$ cat config.mk
export PLATFORM = sky130hd
export DESIGN_NAME = johnson_counter_n
export DESIGN_NICKNAME = d
export VERILOG_FILES = /design/src/rtl/johnson_counter_n.sv
export SDC_FILE = /design/constraint.sdc
export NUM_CORES = 1
export LEC_CHECK = 0
export CORE_MARGIN = 5
export CORE_UTILIZATION = 46
export CTS_CLUSTER_SIZE = 25
export DETAILED_ROUTE_END_ITERATION = 8
export HOLD_SLACK_MARGIN = 0.03
export PLACE_DENSITY = 0.75
export SYNTH_ARGS = -nofsm -noshare
export SYNTH_HDL_FRONTEND = slang
export SYNTH_SLANG_ARGS = --single-unit
$ cat constraint.sdc
create_clock -name clk -period 3.1 [get_ports clk]
set_input_delay 0.62 -clock clk [delete_from_list [all_inputs] [get_ports clk]]
set_output_delay 0.62 -clock clk [all_outputs]
set_load 0.01 [all_outputs]
$ cat src/rtl/johnson_counter_n.sv
// Parametrised Johnson / one-hot ring counter with load, direction, phase index,
// wrap pulse and self-correction of illegal states back to the reset value.
module johnson_counter_n #(
   parameter int WIDTH     = 4,
   parameter bit RING_MODE = 1'b0,
   localparam int PW       = $clog2(2*WIDTH)
) (
   input  logic             clk,
   input  logic             rst,
   input  logic             en,
   input  logic             dir,
   input  logic             load,
   input  logic [WIDTH-1:0] load_val,
   output logic [WIDTH-1:0] q,
   output logic [PW-1:0]    phase,
   output logic             wrap,
   output logic             illegal
);

   localparam logic [WIDTH-1:0] RST_VAL   = RING_MODE ? {1'b1, {(WIDTH-1){1'b0}}} : '0;
   localparam logic [PW-1:0]    PHASE_MAX = PW'(RING_MODE ? WIDTH-1 : 2*WIDTH-1);

   logic [WIDTH-1:0] q_q, q_d;
   logic [PW-1:0]    phase_q, phase_d;
   logic             wrap_q, wrap_d;
   logic             illegal_q, illegal_d;
   logic [WIDTH-1:0] fwd_val, rev_val;
   logic [PW-1:0]    cur_phase;

   // Johnson legal states have at most one 0/1 boundary between adjacent bits.
   function automatic logic is_legal(input logic [WIDTH-1:0] v);
      int cnt = 0;
      if (RING_MODE) begin
         for (int i = 0; i < WIDTH; i++)
            if (v[i]) cnt++;
         return (cnt == 1);
      end else begin
         for (int i = 0; i < WIDTH-1; i++)
            if (v[i] != v[i+1]) cnt++;
         return (cnt <= 1);
      end
   endfunction

   function automatic logic [PW-1:0] phase_of(input logic [WIDTH-1:0] v);
      int k = 0;
      int p = 0;
      if (RING_MODE) begin
         for (int i = 0; i < WIDTH; i++)
            if (v[i]) p = WIDTH-1-i;
      end else begin
         for (int i = 0; i < WIDTH; i++)
            if (v[i]) k++;
         if (v[WIDTH-1])  p = k;
         else if (k == 0) p = 0;
         else             p = 2*WIDTH - k;
      end
      return PW'(p);
   endfunction

   always_comb begin
      cur_phase = phase_of(q_q);
      if (RING_MODE) begin
         fwd_val = {q_q[0], q_q[WIDTH-1:1]};
         rev_val = {q_q[WIDTH-2:0], q_q[WIDTH-1]};
      end else begin
         fwd_val = {~q_q[0], q_q[WIDTH-1:1]};
         rev_val = {q_q[WIDTH-2:0], ~q_q[WIDTH-1]};
      end

      q_d       = q_q;
      phase_d   = phase_q;
      wrap_d    = 1'b0;
      illegal_d = 1'b0;

      if (load) begin
         if (is_legal(load_val)) begin
            q_d     = load_val;
            phase_d = phase_of(load_val);
         end else begin
            q_d       = RST_VAL;
            phase_d   = '0;
            illegal_d = 1'b1;
         end
      end else if (!is_legal(q_q)) begin
         q_d       = RST_VAL;
         phase_d   = '0;
         illegal_d = 1'b1;
      end else if (en) begin
         if (dir) begin
            q_d     = fwd_val;
            phase_d = (cur_phase == PHASE_MAX) ? '0 : cur_phase + PW'(1);
            wrap_d  = (cur_phase == PHASE_MAX);
         end else begin
            q_d     = rev_val;
            phase_d = (cur_phase == '0) ? PHASE_MAX : cur_phase - PW'(1);
            wrap_d  = (cur_phase == '0);
         end
      end
   end

   always_ff @(posedge clk) begin
      if (!rst) begin
         q_q       <= RST_VAL;
         phase_q   <= '0;
         wrap_q    <= 1'b0;
         illegal_q <= 1'b0;
      end else begin
         q_q       <= q_d;
         phase_q   <= phase_d;
         wrap_q    <= wrap_d;
         illegal_q <= illegal_d;
      end
   end

   assign q       = q_q;
   assign phase   = phase_q;
   assign wrap    = wrap_q;
   assign illegal = illegal_q;

endmodule

Yosys cells after proc, flatten, opt, wreduce, memory -nomap -nowiden
Index checks and enable logic that the tools add are counted.
{"block": "word_totals", "register_bits": 9, "output_inout_bits": 9}
{"block": "classes", "add_sub_neg": 14, "order_cmp": 2, "eq_ne": 8, "muxes": 50, "bitwise": 5, "n_reduce_logical": 4}
{"op": "32-bit 2-to-1 mux", "count": 24}
{"op": "32-bit by 2-bit adder with 32-bit output (second input constant)", "count": 10}
{"op": "32-bit by 2-bit less-or-equal comparator with 1-bit output (second input constant)", "count": 2}
{"op": "32-bit zero test", "count": 2}
{"op": "3-bit 2-to-1 mux", "count": 11}
{"op": "4-bit 2-to-1 mux", "count": 5}
{"op": "1-bit 2-to-1 mux", "count": 10}
{"op": "1-bit inequality test", "count": 6}
{"op": "1-bit by 3-bit subtractor with 3-bit output (first input constant)", "count": 2}
{"op": "1-bit NOT", "count": 5}
{"op": "4-bit OR reduction", "count": 1}
{"op": "3-bit by 1-bit adder with 3-bit output (second input constant)", "count": 1}
{"op": "3-bit == test (second input constant)", "count": 1}
{"op": "3-bit zero test", "count": 1}
{"op": "3-bit inequality test (second input constant)", "count": 1}
{"op": "3-bit by 1-bit subtractor with 3-bit output (second input constant)", "count": 1}

Longest topological paths before layout
Gate-level depths: netlist (run 1).
{"block": "depth", "word_depth": 30, "mapped_depth": 15, "mapped_depth_nobuf": 15}

Worst setup path before layout (run 1)
No wires, ideal clock.
{"block": "synth_timing", "path_kind": "register to register", "startpoint": "register q_q[1], in the netlist q[1]", "endpoint": "register phase_q[2], in the netlist phase[2]", "setup_time_ps": 116, "t_arrival_ps": 2914, "required_time_ps": 2984, "setup_slack_ps": 69, "stages_incl_launch_ff": 16, "path_buffers": 0, "synth_period_minus_slack_ps": 3031, "path_cell_list": "dfxtp_1 inv_1 ha_1 xor2_2 ha_1 mux2i_1 ha_1 inv_1 mux2i_1 xnor2_1 inv_1 ha_1 mux2i_1 nand2_1 a22o_1 o211a_1"}
{"block": "synth_via", "elab_chain_len": 14}
{"item": "from (decl)", "line": "23", "text": "logic [WIDTH-1:0] q_q, q_d;"}
{"item": "from (signal assigned)", "line": "108", "text": "q_q <= q_d;"}
{"item": "parallel branches: the longest is 14 deep, another holds 32-bit by 2-bit adder with 32-bit output"}
{"item": "to (signal assigned)", "line": "109", "text": "phase_q <= phase_d;"}
{"item": "to (decl)", "line": "24", "text": "logic [PW-1:0] phase_q, phase_d;"}
Several ways; the timed one is not identified. The select of a mux whose other input is x is not followed.
A chain may end at the register's enable or synchronous reset.

Worst setup path after layout (run 1)
Same ends and word-level chain as after synthesis.

==> results of run 1 <==
-- report_power, final --
group	total [µW]	internal (µW)	switching, µW	leakage (µW)
registers	143	130	13.6	0.0000741
clock network	100	49.9	50.3	0.0000150
logic	316	163	153	0.000473
-- timing repair --
item,CTS,global route
gates resized for setup,0,2
setup buffers,0,0
endpoints found under the hold margin,0,0
endpoints found under the setup margin,0,1
-- registers in the layout, indices dropped and copies added (netlist names) --
name and cells:
phase 3, q 4, wrap 1, illegal 1
-- through the flow --
step | utilization, % | cell area, µm² | hold slack (ns) | instances
finish | 61.0 | 1200 | 0.523 | 156
global placement | 59.1 | 1160 | 0.488 | 152
CTS | 60.4 | 1180 | 0.527 | 156
detailed placement | 59.1 | 1160 | 0.512 | 152
global route | 61.0 | 1200 | 0.545 | 156
floorplan | - | 946 | 0.538 | 109
-- per-layer routing --
layer | vias to the layer above | part of all wire [%] | track usage [%]
met5 | - | 0 | 0
met4 | 0 | 1.1 | 5.90
met3 | 3 | 6.2 | 4.43
met2 | 25 | 53 | 26.0
met1 | 399 | 40 | 16.5
li1 | 430 | - | -
-- layout make-up --
class	instances	share of cell area, %
Multi-Input combinational cell	83	58.8
Timing Repair Buffer	23	18.0
Sequential cell	9	15.0
Inverter	10	3.13
Tap cell	27	2.82
Clock buffer	4	2.19
-- cells in the final DEF, fill, tap and decap left out, types with 2 or more instances in the layout --
| cell | n |
|---|---|
| nand3_1 | 3 |
| nor2b_1 | 3 |
| nor2_1 | 3 |
| o21ai_1 | 2 |
| a21boi_1 | 2 |
| mux2i_1 | 6 |
| o221a_1 | 2 |
| o211a_1 | 6 |
| buf_4 | 6 |
| a21oi_1 | 2 |
| inv_1 | 10 |
| ha_1 | 11 |
| o211ai_1 | 4 |
| a22o_1 | 5 |
| dfxtp_1 | 9 |
| xnor2_1 | 6 |
| nand2_1 | 10 |
| nand3b_1 | 2 |
| clkdlybuf4s50_1 | 17 |
| xor2_1 | 2 |
| clkbuf_4 | 3 |
-- worst paths after layout --
kind                  from  endpoint  slack [ns]  cells past startpoint
hold / removal    phase[2]  phase[2]        0.52                      1
setup reg to reg      q[1]  phase[2]        0.20                     15
hold reg to reg   phase[2]  phase[2]        0.52                      1
setup / recovery      q[1]  phase[2]        0.20                     15
-- kinds of logic (layout without fill, tap and decap cells) --
kind of cell | Yosys count | count (layout) | synth area share (%)
multiplexers | 6 | 6 | 6.35
AO/OA/AOI/OAI | 30 | 30 | 26.5
XOR/XNOR | 10 | 10 | 10.8
buffers and inverters | 17 | 37 | 7.80
flip-flops | 9 | 9 | 19.0
AND/OR/NAND/NOR | 25 | 25 | 13.6
adder cells (fa/ha/maj) | 12 | 12 | 15.9
-- worst max-delay path: cells and delay by family, from the launching register on --
kind / cells / cell delay [ns]
xor+xnor: 2 / 0.32
simple gates: 1 / 0.08
fa+ha+maj: 4 / 1.03
mux: 3 / 0.45
buf+inv: 3 / 0.21
flops: 1 / 0.33
compound gates: 2 / 0.36
==> results.py, run 1 <==
metrics = {
    "run_status": {
        "outcome": "completed",
    },
    "synthesis": {
        "ys_seq_elements": 9,
        "synth_top_area_share_pct": 19.0,
        "synth_ff_type": "dfxtp_1",
        "synth-edff-count": 0,
        "synth_nets": 130,
        "syn_inst": 109,
        "synthMostInstantiatedCell": "ha_1",
        "ys_async_sr_fraction_pct": 0,
        "syn_area_per_cell_um2": 8.68,
        "netlist_area_um2": 946,
        "ys_types": 35,
        "ys_warn_count": 0,
        "ys_seq_area_share_pct": 19.0,
        "synth_area_leaders": "dfxtp_1, ha_1, mux2i_1, o211a_1, xnor2_1",
        "synth_top_area_cell": "dfxtp_1",
        "synth_top_cells_by_count": "ha_1, inv_1, nand2_1",
    },
    "cells_and_area": {
        "areaGrowthSynthToFinish_pct": 26.6,
        "fill_cells": 183,
        "drive_gt1_share_pct": 10.9,
        "num_antenna_cells": 0,
        "register_area_um2": 180,
        "final_nets": 151,
        "multi_input_area_um2": 704,
    },
    "global_route": {
        "first_global_vias": 826,
        "grt_overflow": 0,
        "grtUsageTotal_pct": 14.8,
        "grt_first_pass_wirelength_mm": 3.64,
        "antenna_found_initial": 0,
        "grt_max_degree": 15,
    },
    "worst_setup_path": {
        "crit_path_start_kind": "register",
        "crit_chain": "inv_1, ha_4, xor2_2, ha_1, mux2i_1, ha_1, inv_1, mux2i_1, xnor2_1, inv_1, ha_1, mux2i_1, nand2_1, a22o_1, o211a_1",
        "cp-end-kind": "register",
        "cp.required_ns": 3.26,
        "slowest_stage": "dfxtp_1",
        "setup.worst_path.class": "register to register",
        "crit_path_max_fanout": 4,
        "critPathMaxStageDelay_ns": 0.33,
        "arrival_ns": 3.06,
    },
    "sta": {
        "fin_tns_setup_ns": 0,
        "maxSlewHeadroom_pct": 63.8,
        "skew_ns": 0.0119,
        "fmaxAchievable_ghz": 0.345,
        "post-route-period-util_pct": 93.4,
        "worst_slew_pin_slew_ns": 0.542,
        "setup_ws_ns": 0.204,
        "maxSlewViolCount": 0,
        "hold_viol_final": 0,
        "grt_setup_unrepaired": "false",
        "setup_viol": 0,
        "period_minus_slack_ns": 2.90,
    },
    "power": {
        "p_leak_uw": 0.000563,
        "power_density_nw_per_um2": 467,
        "power.total_uw": 559,
        "vdd_drop_max_mv": 0.219,
    },
    "cts": {
        "cts_buffers": 3,
        "cts_tree": "yes",
        "clkLatencyLatePin_ns": 0.28,
        "cts_max_level": 1,
        "ctsHoldBuffers": 0,
        "clkSlewWorstSetupHoldPaths_ns": 0.08,
        "cts_sinks": 9,
        "clock_path_buffers": 2,
        "cts_root_buffer": "clkbuf_4",
    },
    "detailed_routing": {
        "routed_wl_mm": 2.12,
        "remaining_drc_errors": 0,
        "post_drt_wl_per_cell_um": 13.6,
        "drt-initial-drc-count": 22,
        "routed_via_density": 5.49,
        "dr.pass1.iters": 4,
        "vias": 857,
        "ant_nets": 0,
    },
    "floorplan": {
        "die_y_um": 55.3,
        "core_um2": 1960,
        "rows": 16,
        "pin_count": 18,
        "die_x_um": 55.3,
        "dieArea_um2": 3060,
        "start_util_pct": 48.2,
    },
    "min_path": {
        "hp-class": "register to register",
    },
    "placement": {
        "dpl.hpwl_mm": 1.71,
        "dpl_worst_slack_ns": 0.115,
        "io_buffer_count": 17,
        "gp_congestion": 0.857,
    },
    "flow_run": {
        "drv_cap": 0,
    },
}
No activity file was read; power rests on OpenSTA's default activity.
==> run 2: changes to the inputs <==
--- a/config.mk
+++ b/config.mk
@@ -9,8 +9,10 @@
 export CORE_UTILIZATION = 46
 export CTS_CLUSTER_SIZE = 25
 export DETAILED_ROUTE_END_ITERATION = 8
+export GPL_TIMING_DRIVEN = 0
 export HOLD_SLACK_MARGIN = 0.03
 export PLACE_DENSITY = 0.75
+export SETUP_SLACK_MARGIN = 0.3
 export SYNTH_ARGS = -nofsm -noshare
 export SYNTH_HDL_FRONTEND = slang
 export SYNTH_SLANG_ARGS = --single-unit
==> results.py, run 2 (synthesis gave the netlist of run 1 again) <==
metrics = {
    "detailed_routing": {
        "wl_met2_mm": 1.29,
        "drt-initial-drc-count": 16,
        "vias": 906,
        "ant_nets": 0,
        "post_drt_wl_per_cell_um": 15.0,
        "routed_via_density": 5.63,
        "routed_wl_mm": 2.41,
        "met1_length_um": 950,
        "dr.pass1.iters": 4,
        "remaining_drc_errors": 0,
        "top_layer": "met4",
        "met3_length_um": 148,
    },
    "cts": {
        "ctsHoldBuffers": 0,
        "cts_max_level": 1,
        "cts_root_buffer": "clkbuf_4",
        "cts_sinks": 9,
        "clkLatencyLatePin_ns": 0.26,
        "clock_path_buffers": 2,
        "clkSlewWorstSetupHoldPaths_ns": 0.06,
        "cts_buffers": 3,
        "cts_tree": "yes",
    },
    "cells_and_area": {
        "final_nets": 156,
        "final_common_cell": "clkdlybuf4s50_1",
        "areaGrowthSynthToFinish_pct": 33.9,
        "final_cell_mix": "clkdlybuf4s50_1, nand2_1, inv_1, ha_1, buf_4",
        "fin_util_pct": 64.5,
        "drive_gt1_share_pct": 20.1,
        "largest_register_ff_count": 4,
        "num_antenna_cells": 0,
    },
    "global_route": {
        "grt_first_pass_wirelength_mm": 4.04,
        "grt_overflow": 0,
        "first_global_vias": 922,
        "grt_max_degree": 11,
        "antenna_found_initial": 0,
        "grtUsageTotal_pct": 16.0,
    },
    "worst_setup_path": {
        "cp-endpoint": "phase[2]",
        "cp.required_ns": 3.26,
        "crit_path_start_kind": "register",
        "reg2reg_depth": 15,
        "setup.worst_path.class": "register to register",
        "r2r-end": "phase[2]",
        "ff2ff_setup_slack_ns": 0.27,
        "arrival_ns": 2.99,
        "crit_path_max_fanout": 4,
        "rr_startpoint": "q[1]",
        "startpoint": "q[1]",
        "cp-end-kind": "register",
    },
    "power": {
        "power_density_nw_per_um2": 464,
        "p_leak_uw": 0.000586,
        "vdd_drop_max_mv": 0.360,
    },
    "sta": {
        "post-route-period-util_pct": 91.4,
        "setup_viol": 0,
        "fmaxAchievable_ghz": 0.353,
        "period_minus_slack_ns": 2.83,
        "hold_viol_final": 0,
        "worst_slew_pin_slew_ns": 0.469,
        "maxSlewViolCount": 0,
        "fin_tns_setup_ns": 0,
        "skew_ns": 0.00414,
        "grt_setup_unrepaired": "true",
        "maxSlewHeadroom_pct": 68.8,
    },
    "floorplan": {
        "die_x_um": 55.3,
        "core_um2": 1960,
        "rows": 16,
        "start_util_pct": 48.2,
        "dieArea_um2": 3060,
        "die_y_um": 55.3,
        "pin_count": 18,
    },
    "placement": {
        "gp_congestion": 0.713,
        "dpl.hpwl_mm": 1.70,
        "io_buffer_count": 13,
    },
    "min_path": {
        "hp-class": "register to register",
    },
    "flow_run": {
        "drv_cap": 0,
    },
    "run_status": {
        "outcome": "completed",
    },
}
run 2: worst min path at each step:
stage	depth (start not counted)	from	endpoint	slack (ns)
finish	1	phase[2]	phase[2]	0.51
global route	1	phase[2]	phase[2]	0.53
CTS	1	phase[2]	phase[2]	0.52
detailed placement	1	phase[2]	phase[2]	0.50
global placement	1	phase[2]	phase[2]	0.48
floorplan	1	phase[2]	phase[2]	0.54
run 2: worst max-delay path, stage by stage (launching register included):
cell,delay [ns]
dfxtp_4,0.38
inv_4,0.04
ha_4,0.28
xor2_4,0.18
ha_4,0.22
mux2i_1,0.15
ha_2,0.18
inv_1,0.03
mux2i_1,0.15
xnor2_1,0.16
inv_1,0.07
ha_1,0.27
mux2i_1,0.17
nand2_1,0.09
a22o_1,0.22
o211a_1,0.12
run 2: where the power goes:
part           internal [µW]  switching, µW  leakage (µW)
registers                130           11.8     0.0000754
logic                    182            172      0.000496
clock network           49.7           42.6     0.0000150
total                    362            226      0.000586
run 2: final cells by class:
type	count	area [µm²]
Multi-Input combinational cell	83	747
Fill cell	173	696
Timing Repair Buffer	21	193
Sequential cell	9	188
Inverter	10	42.5
Buffer	7	36.3
Tap cell	27	33.8
Clock buffer	4	26.3
run 2: per-stage QoR:
step | hold slack, ns | std cells | cell area (µm²) | setup WS (ns) | total power [µW]
6_report | 0.508 | 161 | 1270 | 0.267 | 588
5_1_grt | 0.534 | 161 | 1270 | 0.0627 | 645
4_1_cts | 0.517 | 159 | 1240 | 0.259 | 579
3_5_place_dp | 0.504 | 149 | 1140 | 0.0408 | 456
3_3_place_gp | 0.485 | 149 | 1140 | 0.101 | 439
2_1_floorplan | 0.538 | 109 | 975 | 0.307 | 374
run 2: per-layer routing:
metal	global-route usage, %	vias up
li1	-	440
met1	17.2	428
met2	29.2	32
met3	6.29	6
met4	3.13	0
met5	0	-
run 2: repair_timing:
item | in CTS | in global routing
resized for setup | 7 | 3
setup buffers | 6 | 2
pin swaps | 6 | 1
setup endpoints to repair | 2 | 3
==> variant 1 (settings of run 2) <==
Set the parameter `RING_MODE` to 1'b1 (it was 1'b0).
--- a/src/rtl/johnson_counter_n.sv
+++ b/src/rtl/johnson_counter_n.sv
@@ -3,5 +3,5 @@
 module johnson_counter_n #(
    parameter int WIDTH     = 4,
-   parameter bit RING_MODE = 1'b0,
+   parameter bit RING_MODE = 1'b1,
    localparam int PW       = $clog2(2*WIDTH)
 ) (
Function: changed (a bounded check fails within 4 cycles, from zero or initial values and one cycle with rst low).
==> variant 1 against run 2 <==
Routed wire length is 9.8% lower; synthesized cell count is 13% lower; largest cell class unchanged; highest routed layer unchanged; core utilization is 2.6 points higher; sequential share of layout area is 1.2 points higher; power is 30% higher; synthesized area is 11% lower; via count is 9.4% lower; worst setup slack better by 0.13 ns; die area is 8.7% lower; sequential cell count stayed put; worst hold slack worse by 0.0029 ns; design area is 7.4% lower.
==> variant 1: results (changes against run 2) <==
- The routing usage on met2 is 26.0% (was 29.2%).
- Run status: complete, no violations (unchanged).
- The data arrival time at the worst-slack endpoint is 2.93 ns (was 2.99 ns).
- The minimum setup slack among reg-to-reg paths is 0.39 ns (was 0.27 ns).
- The met1 wire length is 979 um (was 950 um).
- The multi-input gate share of the layout cell area is 58.4% (was 59.0%).
- The buffering overhead came to 18.1% (about the same).
- The smallest hold slack is 0.505 ns (was 0.508 ns).
- The count of cell types in the netlist is 33 (was 35).
- The count of flip-flops and latches came to 9 (unchanged).
- The via count of the first global-routing pass is 778 (was 922).
- The iteration-0 DRC count of the detailed router was 29 (was 16).
- The detailed-routed wire length on met2 was 1040 um (was 1290 um).
- The highest net fanout along the worst path is 7 (was 4).
- The met3 routed wirelength was 113 um (was 148 um).
- The estimated wirelength of the detail-placed design was 1410 um (was 1700 um).
- The sequential fraction of design power is 22.8% (was 24.1%).
- The leakage power was 0.471 nW (was 0.586 nW).
- The number of tap cells inserted is 25 (was 27).
- Most frequent cells after synthesis: ha_1 (11), dfxtp_1 (9), inv_1 (8) (was ha_1 (12), inv_1 (10), nand2_1 (10)).
- The global router's overall resource usage is 15.8% (was 16.0%).
- The placed instance area is 1030 um^2 (was 1140 um^2).
- The met3 usage in global routing is 3.38% (was 6.29%).
- The wire length of the first global-routing pass was 3320 um (was 4040 um).
- The total length of routed wires is 2170 um (was 2410 um).
- The later-pin clock latency in the skew report came to 0.28 ns (was 0.26 ns).
- The post-layout instance count excluding filler cells is 142 (was 161).
- The largest vdd supply drop is 472 uV (was 360 uV).
- The mean instance size in the synthesized netlist is 8.90 um^2 (was 8.68 um^2).
- The power density relative to cell area came to 654 nW/um^2 (was 464 nW/um^2).
- The met1 usage in global routing is 20.7% (was 17.2%).
- The worst-case headroom to the max-slew limit came to 56.2% (was 68.8%).
- The part of the power in the clock network came to 12.8% (was 15.7%).
- The portion of the post-synthesis area used by sequential elements is 21.3% (was 19.0%).
- The count of inverters other than clock inverters in the layout came to 8 (was 10).
- The overall via count from detail_route is 821 (was 906).
- The weighted congestion reported at the end of routability-driven placement is 0.769 (was 0.713).
- Top post-synthesis cells by area: dfxtp_1 (21%), ha_1 (16%), mux2i_1 (5.9%) (was dfxtp_1 (19%), ha_1 (16%), mux2i_1 (6.3%)).
==> variant 1: repair_timing <==
item	in CTS	in global routing
resized for setup	5	16
buffers inserted	1	2
pin swaps	0	3
endpoints found under the setup margin	6	6
==> variant 1: path summary, 6_finish.rpt <==
kind                    startpoint  depth (start not counted)                     to
max              q[1]$_SDFFE_PN0P_                          8      q[2]$_SDFFE_PN0P_
min          phase[0]$_SDFFE_PN0P_                          1  phase[0]$_SDFFE_PN0P_
max reg2reg      q[1]$_SDFFE_PN0P_                          8      q[2]$_SDFFE_PN0P_
min reg2reg  phase[0]$_SDFFE_PN0P_                          1  phase[0]$_SDFFE_PN0P_
==> variant 1: logic make-up after synthesis <==
kind of cell               count (synthesis)  share of synthesized area [%]
DFF                                        9                           21.3
xor gates and xnor gates                   4                           4.14
and+or+nand+nor                           31                           23.2
AOI/OAI and AO/OA                         20                           18.5
buffers and inverters                     13                           6.66
adders and majority gates                 11                           16.3
muxes                                      7                           9.91
==> variant 2 (config.mk and constraints of run 2) <==
Without the edit above. Reset style: asynchronous (`rst`), changed in one clocked block.
--- a/src/rtl/johnson_counter_n.sv
+++ b/src/rtl/johnson_counter_n.sv
@@ -99,5 +99,5 @@
    end
 
-   always_ff @(posedge clk) begin
+   always_ff @(posedge clk or negedge rst) begin
       if (!rst) begin
          q_q       <= RST_VAL;
Function: differs if rst is asserted again (counterexample within 4 cycles, from zero or initial values and one cycle with rst low); with rst held inactive, the same outputs for 10 cycles.
==> variant 2 against run 2 <==
The run now ends with setup timing left; maximum frequency down 9.1%; cell count up 4.3%; sequential cell count unchanged; worst setup slack worse by 0.28 ns; critical path type unchanged; synthesized area up 9.7%; highest routed layer unchanged; routed wire length down 0.91%; design area up 8.5%; die area up 7.9%.
Power is not compared: it rests on default switching activity, and its combinational part moved more than twofold at a synthesized area within 25%.
==> variant 2: results (changes against run 2) <==
- The global router's overall resource usage is 15.7% (was 16.0%).
- The weighted congestion reported at the end of routability-driven placement is 0.785 (was 0.713).
- The number of endpoints failing setup at the final stage was 1 (was 0).
- The fraction of the mapped netlist area in compound gates is 18.9% (was 26.5%).
- The design draws 1.70 mW.
- The critical hold path startpoint is phase[0]$_DFFE_PN0P_ (was phase[2]$_SDFFE_PN0P_).
- The depth of the most critical reg-to-reg path is 14 (was 15).
- The worst slack after detailed placement is -0.210 ns (was 0.0408 ns).
- The main flop type after synthesis was dfrtp_1 (was dfxtp_1).
- The placed instance area is 1240 um^2 (was 1140 um^2).
- Most frequent cells after synthesis: nand2_1 (13), ha_1 (12), dfrtp_1 (9) (was ha_1 (12), inv_1 (10), nand2_1 (10)).
- The layout cell share with drive strength beyond 1 is 28.6% (was 20.1%).
- The arithmetic-cell share of the synthesized area counting full adders, half adders and majority gates was 14.5% (was 15.9%).
- The total length of routed wires is 2390 um (was 2410 um).
- The data arrival time at the worst-slack endpoint is 3.29 ns (was 2.99 ns).
- The share of synthesized flip-flops with an asynchronous set or reset is 100% (was 0%).
- The mean instance size in the synthesized netlist is 8.94 um^2 (was 8.68 um^2).
- The smallest setup slack after layout is -0.0163 ns (was 0.267 ns).
- The number of placed cells counting well taps is 157 (was 149).
- Run status: complete, but fails checks (was complete, no violations).
- The portion of the post-synthesis area used by sequential elements is 21.7% (was 19.0%).
- The final reports fail on setup timing.
- The maximum cell stage delay along the critical path is 0.44 ns (was 0.38 ns).
- The overall via count from detail_route came to 910 (was 906).
- The count of cell types in the netlist came to 39 (was 35).
- The number of setup buffers added after CTS is 7 (was 6).
- The smallest hold slack came to 0.530 ns (was 0.508 ns).
- The estimated wirelength of the detail-placed design is 1890 um (was 1700 um).
- The wire length of the first global-routing pass is 4070 um (was 4040 um).
- The launch point of the worst reg-to-reg path was q[0]$_DFFE_PN0P_ (was q[1]$_SDFFE_PN0P_).
- The worst setup skew after layout is 0.00346 ns (was 0.00414 ns).
- The multiplexer share of the synthesized area is 10.3% (was 6.35%).
- The summed negative setup slack over all endpoints is -0.0163 ns (was 0 ns).
==> variant 2: cell count changes after synthesis, moves of 3 or more <==
cell / run 2 / this run
a2bb2oi_1: 0 / 4
o211ai_1: 4 / 1
a21o_1: 1 / 5
dfxtp_1: 9 / 0
a21oi_1: 2 / 5
a22o_1: 5 / 0
nand2_1: 10 / 13
buf_1: 3 / 0
inv_1: 10 / 7
dfrtp_1: 0 / 9
o211a_1: 6 / 1
nor2b_1: 3 / 0
==> variant 2: routing by layer <==
metal / track usage, % / vias up / wire [um]
li1: - / 449 / -
met1: 19.1 / 434 / 1040
met2: 28.2 / 22 / 1200
met3: 2.26 / 5 / 99
met4: 4.97 / 0 / 40
met5: 0 / - / 0
==> variant 2: cell type report <==
class / count / area (um^2)
Timing Repair Buffer: 20 / 183
Sequential cell: 9 / 228
Buffer: 7 / 58.8
Fill cell: 187 / 817
Clock buffer: 3 / 22.5
Clock inverter: 1 / 5.00
Multi-Input combinational cell: 92 / 810
Inverter: 8 / 32.5
Tap cell: 28 / 35.0
